<file path="src/rtl/sync_mem_ctrl.sv">
// Single-port synchronous memory with valid/ready requests, registered read response and clear sweep.
// Define SYNC_MEM_PARITY_EN to store an even-parity bit per word and report it on rsp_perr.
module sync_mem_ctrl #(
    parameter int DATA_WIDTH = 8,
    parameter int ADDR_WIDTH = 8,
    parameter int DEPTH      = 256
) (
    input  logic                  clk,
    input  logic                  rst_n,
    input  logic                  req_valid,
    output logic                  req_ready,
    input  logic                  req_write,
    input  logic [ADDR_WIDTH-1:0] req_addr,
    input  logic [DATA_WIDTH-1:0] req_wdata,
    input  logic                  clr_req,
    output logic                  busy,
    output logic                  rsp_valid,
    output logic [DATA_WIDTH-1:0] rsp_rdata,
    output logic                  rsp_perr
);

    typedef enum logic {
        ST_IDLE  = 1'b0,
        ST_CLEAR = 1'b1
    } state_t;

    state_t                r_state;
    logic [ADDR_WIDTH-1:0] r_clr_ptr;
    logic                  r_busy;
    logic                  r_rsp_valid;
    logic [DATA_WIDTH-1:0] r_rsp_rdata;
    logic                  r_rsp_perr;

    logic [DATA_WIDTH-1:0] r_mem [0:DEPTH-1];

    logic                  w_accept;
    logic                  w_in_range;
    logic                  w_we;
    logic [ADDR_WIDTH-1:0] w_waddr;
    logic [DATA_WIDTH-1:0] w_wdata;
    logic                  w_rd_perr;

    // A clear request always wins over a request presented in the same cycle.
    assign req_ready  = (r_state == ST_IDLE) && !clr_req;
    assign w_accept   = req_valid && req_ready;
    assign w_in_range = (32'(req_addr) < 32'(DEPTH));

    // The sweep and request writes share the single write port.
    assign w_we    = (r_state == ST_CLEAR) || (w_accept && req_write && w_in_range);
    assign w_waddr = (r_state == ST_CLEAR) ? r_clr_ptr : req_addr;
    assign w_wdata = (r_state == ST_CLEAR) ? '0 : req_wdata;

    always_ff @(posedge clk) begin
        if (w_we) begin
            r_mem[w_waddr] <= w_wdata;
        end
    end

`ifdef SYNC_MEM_PARITY_EN
    logic r_par [0:DEPTH-1];
    logic w_wpar;

    assign w_wpar = (r_state == ST_CLEAR) ? 1'b0 : ^req_wdata;

    always_ff @(posedge clk) begin
        if (w_we) begin
            r_par[w_waddr] <= w_wpar;
        end
    end

    assign w_rd_perr = (r_par[req_addr] != ^r_mem[req_addr]);
`else
    assign w_rd_perr = 1'b0;
`endif

    always_ff @(posedge clk or negedge rst_n) begin
        if (!rst_n) begin
            r_state     <= ST_CLEAR;
            r_clr_ptr   <= '0;
            r_busy      <= 1'b1;
            r_rsp_valid <= 1'b0;
            r_rsp_rdata <= '0;
            r_rsp_perr  <= 1'b0;
        end else begin
            r_rsp_valid <= 1'b0;
            case (r_state)
                ST_CLEAR: begin
                    if (r_clr_ptr == ADDR_WIDTH'(DEPTH - 1)) begin
                        r_state   <= ST_IDLE;
                        r_busy    <= 1'b0;
                        r_clr_ptr <= '0;
                    end else begin
                        r_clr_ptr <= r_clr_ptr + 1'b1;
                    end
                end
                default: begin
                    if (clr_req) begin
                        r_state   <= ST_CLEAR;
                        r_busy    <= 1'b1;
                        r_clr_ptr <= '0;
                    end
                end
            endcase
            // Out-of-range reads still respond, with zero data and no parity error.
            if (w_accept && !req_write) begin
                r_rsp_valid <= 1'b1;
                r_rsp_rdata <= w_in_range ? r_mem[req_addr] : '0;
                r_rsp_perr  <= w_in_range ? w_rd_perr : 1'b0;
            end
        end
    end

    assign busy      = r_busy;
    assign rsp_valid = r_rsp_valid;
    assign rsp_rdata = r_rsp_rdata;
    assign rsp_perr  = r_rsp_perr;

endmodule

</file>
<file path="config.mk">
export PLATFORM = sky130hd
export DESIGN_NAME = sync_mem_ctrl
export DESIGN_NICKNAME = d
export VERILOG_FILES = /design/src/rtl/sync_mem_ctrl.sv
export SDC_FILE = /design/constraint.sdc
export NUM_CORES = 2
export LEC_CHECK = 0
export CORE_UTILIZATION = 57
export CTS_CLUSTER_SIZE = 10
export DETAILED_ROUTE_END_ITERATION = 10
export MAX_ROUTING_LAYER = met4
export PLACE_DENSITY = 0.76
export SLEW_MARGIN = 20
export SYNTH_ARGS = -nofsm -noshare
export SYNTH_HDL_FRONTEND = slang
export SYNTH_SLANG_ARGS = --single-unit
</file>
<file path="constraint.sdc">
create_clock -name clk -period 9.2 [get_ports clk]
set_input_delay 0.92 -clock clk [delete_from_list [all_inputs] [get_ports clk]]
set_output_delay 0.92 -clock clk [all_outputs]
set_load 0.03 [all_outputs]
</file>
==> impl_metrics.env <==
export IMPL_status="finished clean"
export IMPL_grt_antenna_before_repair=7
export IMPL_critPathKind="in2reg"
export IMPL_ys_ff_latch=2067
export IMPL_synth_edf_count=2048
export IMPL_portBuffers=31
export IMPL_wl_per_cell_um=34.0
export IMPL_ctsResizeCount=0
export IMPL_syn2layout_area_growth_pct=8.98
export IMPL_clock_latency_ns=0.87
export IMPL_start_kind="input pin"
export IMPL_place_area_sq_um=83300
export IMPL_gp_congestion=0.954
export IMPL_ant_nets=0
export IMPL_finalCritPeriodShare=0.511
export IMPL_crit_path_end_kind="flip-flop"
export IMPL_fmax_mhz=213
export IMPL_grt_pass1_vias=41911
export IMPL_reg2regPathDepth=6
export IMPL_slew_headroom=0.136
export IMPL_rsz0062_at_grt="false"
export IMPL_p_leak_uw=0.0291
export IMPL_wl_met1_um=76000
export IMPL_yosysWarnings=0
export IMPL_r2r_start="r_state"
export IMPL_layout_common_cells="2048 x edfxtp_1, 382 x mux2i_1, 285 x nor2_1, 262 x mux4_2, 225 x clkbuf_16"
export IMPL_drive_gt1_frac=0.157
export IMPL_row_count=138
export IMPL_grt_util_all_layers=0.299
export IMPL_ios=33
export IMPL_critical_path_arrival_ns=5.46
export IMPL_crit_start="req_addr[0]"
export IMPL_worst_pin_slew_ns=1.30
export IMPL_clockBufferDepth=3
export IMPL_grt_pass1_wl_um=300000
export IMPL_synth_top_flop_cell="edfxtp_1"
export IMPL_start_util=0.577
export IMPL_die_area_sq_um=146000
export IMPL_post_cts_repair_setup_buffers=0
export IMPL_hold_violations=0
export IMPL_synth_area_sq_um=82100
export IMPL_first_pass_iters=9
export IMPL_cap_violations=0
export IMPL_drt_iter0_drc=6739
export IMPL_final_cell_area_sq_um=89500
export IMPL_wl_met2_um=97400
export IMPL_hold_buffers=0
export IMPL_wirelength_um=210000
export IMPL_finalMaxSlewViolations=0
export IMPL_ys_seq_area_frac=0.755
export IMPL_cts_root_buf="clkbuf_16"
export IMPL_dp_final_hpwl_um=127000
export IMPL_tns_ns=0
export IMPL_power_uw=19600
export IMPL_syn_avg_cell_area_sq_um=19.9
export IMPL_clock_sinks=2067
export IMPL_peakVddDrop_uv=179
export IMPL_top_layer="met4"
export IMPL_cts_tree="done"
export IMPL_die_y_um=382
export IMPL_cts_made_buffers=225
export IMPL_critPathMaxFanout=102
export IMPL_synthArstFlopShare=0.00919
export IMPL_clk_pin_slew_ns=0.06
export IMPL_cp_data_required_time_ns=9.95
export IMPL_via_per_inst=6.93
export IMPL_final_common_cell="edfxtp_1"
export IMPL_gr_total_overflow=0
export IMPL_core_area_sq_um=142000
export IMPL_route_detailed_drc=0
export IMPL_min_period_ns=4.71
export IMPL_clock_skew_ns=0.0280
export IMPL_fin_nets=4246
export IMPL_wl_met3_um=26900
export IMPL_synthDistinctLibCells=84
export IMPL_die_w_um=382
export IMPL_grt_max_degree=209
export IMPL_synth_cells=4119
export IMPL_hp_class="in2async"
export IMPL_powerDensity_nw_per_um2=219
export IMPL_synth_nets=4141
export IMPL_setup_viol=0
export IMPL_vias=42915
export IMPL_htree_levels=4
per-stage QoR:
stage | hold WS [ns] | setup WS, ns | cells | utilization
floorplan | 0.507 | 0.440 | 4119 | -
global placement | 0.559 | 3.70 | 5884 | 0.586
detailed placement | 0.572 | 3.55 | 5886 | 0.586
CTS | 0.434 | 4.44 | 6182 | 0.629
global route | 0.477 | 4.37 | 6188 | 0.629
finish | 0.459 | 4.49 | 6189 | 0.629
report_power, final:
| group | internal, uW | switching, uW |
|---|---|---|
| Clock | 4390 | 3430 |
| Combinational | 380 | 956 |
| Sequential | 10400 | 72.6 |
per-layer routing:
layer | up-vias | GRT usage
met5 | - | -
met4 | 0 | 0.141
met3 | 553 | 0.0788
met2 | 3275 | 0.436
met1 | 21910 | 0.396
li1 | 17177 | -
logic make-up after synthesis:
group	count (synthesis)	share of synthesized area
buffers and inverters	258	0.0298
AOI/OAI and AO/OA	519	0.0441
adders and majority gates	1	0.000152
and+or+nand+nor	556	0.0304
muxes	716	0.141
DFF	2067	0.755
xor gates and xnor gates	1	0.000107
other	1	0.0000457
critical path, cell delays in order:
cell	delay [ns]
buf_8	0.38
buf_12	0.53
buf_12	0.60
mux2i_1	0.25
a221oi_2	0.33
o21ai_1	0.17
a22oi_1	0.60
nand3_1	0.20
o41ai_2	0.81
o21bai_1	0.26
registers in the layout, summed over array words and instances (netlist names):
register	flops
r_clr_ptr	8
r_state	1
busy	1
rsp_rdata	8
rsp_valid	1
r_mem	2048
path summary, 6_finish.rpt:
path | end | slack, ns
min in group clk | busy | 0.62
max in group asynchronous | busy | 8.41
min reg2reg | busy | 0.62
max | rsp_rdata[0] | 4.49
min | rsp_rdata[6] | 0.46
max reg2reg | r_mem[35][1] | 4.80
Yosys cell counts, drive strengths merged (2+ instances only):
master	instances	area [sq um]
edfxtp	2048	61500
mux2i	382	3820
mux4	329	7660
nor2	292	1100
buf	143	1580
o22ai	124	776
nand2	109	412
clkbuf	105	810
a21oi	65	325
o21ai	63	315
a211oi	59	448
o221ai	47	424
a22oi	40	300
a221oi	29	260
nor3	28	140
nand2b	25	179
a2111oi	21	193
dfrtp	17	425
nand3	17	90.1
nor2b	17	106
a211o	16	141
a31oi	15	93.8
or2	13	81.3
a221o	9	90.1
and3	8	50.1
nand4	8	50.1
nor4	8	50.1
and2	7	43.8
inv	7	26.3
nand3b	7	56.3
or3	6	38.8
mux2	5	56.3
o211ai	5	37.5
o21a	5	37.5
a22o	4	35.0
a311oi	4	35.0
o31ai	4	30.0
o41ai	3	26.3
or3b	3	28.8
dfstp	2	52.6
or2b	2	20.0
cell type report:
| class | count | area [sq um] |
|---|---|---|
| Inverter | 8 | 32.5 |
| Multi-Input combinational cell | 1794 | 17800 |
| Clock buffer | 280 | 5840 |
| Clock inverter | 16 | 250 |
| Antenna cell | 6 | 15.0 |
| Timing Repair Buffer | 128 | 1180 |
| Fill cell | 9398 | 52800 |
| Sequential cell | 2067 | 62000 |
| Tap cell | 1890 | 2360 |
Note: power is estimated with default switching activity, not from simulation.
